### config.mk
export PLATFORM = sky130hd
export DESIGN_NAME = ni_packetizer
export DESIGN_NICKNAME = d
export VERILOG_FILES = /design/src/rtl/ni_packetizer.sv
export SDC_FILE = /design/constraint.sdc
export NUM_CORES = 1
export LEC_CHECK = 0
export CAP_MARGIN = 20
export CORE_MARGIN = 1.5
export CORE_UTILIZATION = 50
export CTS_CLUSTER_DIAMETER = 80
export CTS_CLUSTER_SIZE = 8
export DETAILED_ROUTE_END_ITERATION = 7
export PLACE_DENSITY = 0.76
export SYNTH_ARGS = -nofsm -noshare
export SYNTH_HDL_FRONTEND = slang
export SYNTH_SLANG_ARGS = --single-unit
### constraint.sdc
create_clock -name clk -period 3.2 [get_ports clk]
set_input_delay 0.32 -clock clk [delete_from_list [all_inputs] [get_ports clk]]
set_output_delay 0.32 -clock clk [all_outputs]
set_load 0.03 [all_outputs]
### src/rtl/ni_packetizer.sv
// ni_packetizer: NI transmit side of the 4-node ring router.
// Turns a (dest, len) command plus a stream of 6-bit payload words into
// head / body / trailer flits for the router NI input port.
// Optional feature macro: NI_SELF_DROP_EN (drop commands addressed to this node).
module ni_packetizer #(
  parameter int unsigned FIFO_DEPTH = 4,
  parameter int unsigned MAX_LEN    = 8
) (
  input  logic       clk,
  input  logic       rst_n,
  input  logic [1:0] current_node,
  input  logic       cmd_valid,
  input  logic [1:0] cmd_dest,
  input  logic [3:0] cmd_len,
  output logic       cmd_ready,
  input  logic       din_valid,
  input  logic [5:0] din,
  output logic       din_ready,
  input  logic       free,
  output logic [7:0] flit_out,
  output logic       busy,
  output logic       err
);

  localparam int unsigned AW = (FIFO_DEPTH > 1) ? $clog2(FIFO_DEPTH) : 1;
  localparam int unsigned CW = $clog2(FIFO_DEPTH + 1);

  typedef enum logic [2:0] {IDLE, WAIT_FREE, HEAD, BODY, TRAIL} state_e;

  state_e          state_q, state_d;
  logic [1:0]      dest_q, dest_d;
  logic [3:0]      rem_q, rem_d;
  logic [7:0]      flit_q, flit_d;
  logic            err_q, err_d;
  logic [5:0]      mem_q [FIFO_DEPTH];
  logic [5:0]      mem_d [FIFO_DEPTH];
  logic [AW-1:0]   wr_ptr_q, wr_ptr_d;
  logic [AW-1:0]   rd_ptr_q, rd_ptr_d;
  logic [CW-1:0]   count_q, count_d;

  logic cmd_fire, cmd_bad, self_hit, push, pop, fifo_nempty;

`ifdef NI_SELF_DROP_EN
  assign self_hit = (cmd_dest == current_node);
`else
  logic unused_node;
  assign unused_node = ^current_node;
  assign self_hit    = 1'b0;
`endif

  assign cmd_ready   = (state_q == IDLE);
  assign busy        = (state_q != IDLE);
  assign din_ready   = (count_q != CW'(FIFO_DEPTH));
  assign flit_out    = flit_q;
  assign err         = err_q;
  assign cmd_fire    = cmd_valid && cmd_ready;
  assign cmd_bad     = (cmd_len == 4'd0) || (cmd_len > 4'(MAX_LEN)) || self_hit;
  assign push        = din_valid && din_ready;
  assign fifo_nempty = (count_q != '0);

  // State, packet context, output flops and FIFO storage
  always_ff @(posedge clk or negedge rst_n) begin
    if (!rst_n) begin
      state_q  <= IDLE;
      dest_q   <= '0;
      rem_q    <= '0;
      flit_q   <= '0;
      err_q    <= 1'b0;
      mem_q    <= '{default: '0};
      wr_ptr_q <= '0;
      rd_ptr_q <= '0;
      count_q  <= '0;
    end else begin
      state_q  <= state_d;
      dest_q   <= dest_d;
      rem_q    <= rem_d;
      flit_q   <= flit_d;
      err_q    <= err_d;
      mem_q    <= mem_d;
      wr_ptr_q <= wr_ptr_d;
      rd_ptr_q <= rd_ptr_d;
      count_q  <= count_d;
    end
  end

  // Next-state decode
  always_comb begin
    state_d = state_q;
    unique case (state_q)
      IDLE:      if (cmd_fire && !cmd_bad) state_d = WAIT_FREE;
      WAIT_FREE: if (free) state_d = HEAD;
      HEAD:      state_d = BODY;
      BODY:      if (rem_q == '0) state_d = TRAIL;
      TRAIL:     state_d = IDLE;
      default:   state_d = IDLE;
    endcase
  end

  // Flit for the next cycle, pop request, command latch and error pulse.
  // flit_q is registered, so each state prepares the flit shown in the
  // following cycle: WAIT_FREE loads the head, HEAD/BODY load bodies, and
  // BODY with nothing left loads the trailer (shown while in TRAIL).
  always_comb begin
    flit_d = 8'h00;
    err_d  = 1'b0;
    pop    = 1'b0;
    dest_d = dest_q;
    rem_d  = rem_q;
    unique case (state_q)
      IDLE: begin
        if (cmd_fire) begin
          if (cmd_bad) begin
            err_d = 1'b1;
          end else begin
            dest_d = cmd_dest;
            rem_d  = cmd_len;
          end
        end
      end
      WAIT_FREE: if (free) flit_d = {6'b101111, dest_q};
      HEAD: begin
        if (fifo_nempty) begin
          pop    = 1'b1;
          flit_d = {2'b01, mem_q[rd_ptr_q]};
          rem_d  = rem_q - 4'd1;
        end
      end
      BODY: begin
        if (rem_q == '0) begin
          flit_d = 8'hFF;
        end else if (fifo_nempty) begin
          pop    = 1'b1;
          flit_d = {2'b01, mem_q[rd_ptr_q]};
          rem_d  = rem_q - 4'd1;
        end
      end
      default: flit_d = 8'h00;
    endcase
  end

  // Payload FIFO bookkeeping; full/empty come from the registered count,
  // so a same-cycle pop never unblocks a push and a new word pops next cycle
  always_comb begin
    mem_d    = mem_q;
    wr_ptr_d = wr_ptr_q;
    rd_ptr_d = rd_ptr_q;
    count_d  = count_q;
    if (push) begin
      mem_d[wr_ptr_q] = din;
      wr_ptr_d        = wr_ptr_q + AW'(1);
    end
    if (pop) rd_ptr_d = rd_ptr_q + AW'(1);
    count_d = count_q + CW'(push) - CW'(pop);
  end

endmodule

==> results.md <==
- Status: finished clean
- Core Footprint: 4350 sq um
- Final ANT Viol Nets: 0
- Area grow syn2layout: 19.4%
- Yosys cell types: 39
- Worst-Skew Late Latency: 310 ps
- Seq/Total Area, Yosys: 54.5%
- CP peak stage delay: 460 ps
- Gpl congestion: 0.843
- Drt total wl: 4300 um
- Clk buf depth: 2
- Final period util: 78.0%
- Clock Pin Slew Worst Setup and Hold Paths: 90 ps
- Worst path cell trace: or2b_2 -> nor3_2 -> ha_1 -> inv_1 -> ha_1 -> inv_1 -> fa_1 -> xnor2_1 -> xnor2_1
- Die area: 4910 sq um
- Initial drt markers: 94
- Post-Syn Area: 2250 sq um
- CTS tree: built
- Worst vdd ir: 0.356 mV
- Crit end category: flip-flop
- CP max stage cell: dfrtp_1
- CTS H-tree depth: 2
- Relative slew slack: 59.6%
- Top Family by Delay on Critical Path: adder cells
- DR WL/cell: 16.7 um
- Max-cap violations: 0
- Post-CTS Setup Bufs: 0
- F_max: 401 MHz
- 1st-pass router iterations: 4
- CP Class: flip-flop to flip-flop
- Post_cts resized: 0
- Initial Util: 51.7%
- Via count: 1458
- Number of cells in the finished layout apart from fillers: 257
- N_diodes: 0
- I/O pin count: 31
- DRC viols: 0
- Min cycle time layout: 2500 ps
- Yosys warning count: 0
- Largest net degree at the start of global routing: 50
- HPWL Detailed: 3110 um
- Flops & latches, synth: 49
- TNS Setup: 0 ps
- Final count of pins violating max slew: 0
- Nets: 231
- Clock Skews: 12.9 ps
- Vias in the first global route: 1551
- Post-Syn Instances: 170
- PwrDens: 1060 nW/um^2
- DP Cell Count: 247
- DIE WIDTH: 70.1 um
- Fin. Hold Viols: 0
- GRT Total Usage: 19.3%
- Class of the most critical hold timing path: input port to asynchronous set/reset pin
- Top cells by instance count after synthesis: dfrtp_1 (49), mux2_2 (24), nand2_1 (19)
- Final global-route overflow total: 0
- First-pass GRT wire length: 7200 um
- # clock sinks: 49
- Mapped Nets: 197
- CP Max Fanout: 12
- Number of synthesized flops with an enable pin: 0
- Required @ worst endpoint: 3390 ps
- Most frequent cell after synthesis: dfrtp_1
- Ys flop type: dfrtp_1
- Slew @ Worst Pin: 600 ps
- Crit path DAT: 2690 ps
- Crit path buffers/inverters: 2
- Die height: 70.1 um
- RSZ-0062 raised after global routing: no
- Post-synth top area share: 54.5%
- Synth area leader: dfrtp_1
- Ys async rst share: 100%
- Port Buffer Count: 28
- Initial antenna violation count: 0
- Setup violations, final: 0
- Number of fill cells: 330
- Site Rows: 24
- P_leak: 1.18 nW
- Synth top area cells: dfrtp_1 (54%), mux2_2 (12%), mux4_2 (6.0%)
- TritonCTS buffer count: 5
- CTS Root Cell: clkbuf_8
- Hold Buf Count CTS: 0
- Synth Area per Inst: 13.2 sq um
- Startpoint Class: flip-flop
- Share of layout cells above drive strength 1: 24.9%
- Drt via density: 5.67
-- worst paths after layout --
kind                       cells past startpoint  startpoint           to  slack [ps]
max                                            9  state_q[1]   count_q[2]         700
min reg2reg                                    1   dest_q[0]    dest_q[0]         510
min in group clk                               1   dest_q[0]    dest_q[0]         510
min                                            2       rst_n  flit_out[6]         380
max in group asynchronous                      3       rst_n    mem_q[13]        2350
max reg2reg                                    9  state_q[1]   count_q[2]         700
-- where the power goes --
group	internal, mW	switching (mW)	leakage, nW
Clock	0.156	0.206	0.0456
Combinational	0.686	0.639	0.548
Sequential	0.936	0.228	0.591
Total	1.78	1.07	1.18
-- worst register-to-register path: cells and delay by family (launching register included) --
kind,cells,cell delay [ps]
simple gates,2,760
buf+inv,2,100
fa+ha+maj,3,790
flops,1,460
xor+xnor,2,270
-- cells by family after synthesis --
group	after synthesis	synth area share (%)
multiplexers	33	19.5
adder cells (fa/ha/maj)	8	4.78
flip-flops	49	54.5
XOR/XNOR	5	1.95
AND/OR/NAND/NOR	40	9.84
buffers and inverters	14	2.72
AO/OA/AOI/OAI	21	6.78
-- layout make-up --
type,instances,area (sq um),share of cell area (%)
sequential,49,1230,45.6
multi-input combinational,107,963,35.8
timing repair buffer,30,305,11.4
clock buffer,6,72.6,2.70
tap,52,65.1,2.42
inverter,11,41.3,1.54
clock inverter,2,13.8,0.512
-- sequential cells by signal (all words and copies together), names as in the netlist --
signal    flops
mem_q        24
flit_out      8
rem_q         4
count_q       3
state_q       3
dest_q        2
rd_ptr_q      2
wr_ptr_q      2
err           1
-- layer usage --
layer	vias up	wire [um]	track usage, %
li1	670	-	-
met5	-	0	0
met1	748	1790	21.9
met2	31	2240	33.8
met4	0	100	9.19
met3	9	178	5.19
-- cell usage in the layout, fill, tap and decap left out, types with 3 or more instances in the layout --
| master | count |
|---|---|
| nor3_1 | 3 |
| nor2_1 | 6 |
| mux2_2 | 24 |
| nand2_1 | 19 |
| dfrtp_1 | 49 |
| inv_1 | 11 |
| a21oi_1 | 4 |
| clkdlybuf4s50_1 | 27 |
| o2bb2ai_1 | 3 |
| o21ai_0 | 4 |
| clkbuf_8 | 5 |
| xnor2_1 | 4 |
| mux4_2 | 6 |
| ha_1 | 7 |
-- through the flow --
| step | hold slack, ps | total power [mW] | utilization [%] | worst slack [ps] | area [sq um] |
|---|---|---|---|---|---|
| finish | 380 | 2.85 | 61.7 | 704 | 2690 |
| global route | 410 | 3.06 | 61.7 | 596 | 2690 |
| CTS | 235 | 2.87 | 61.0 | 688 | 2660 |
| global placement | 470 | 2.40 | 59.1 | 767 | 2570 |
| detailed placement | 487 | 2.51 | 59.1 | 676 | 2570 |
| floorplan | 24.4 | 2.12 | - | 971 | 2250 |
Note: power is estimated with default switching activity, not from simulation.
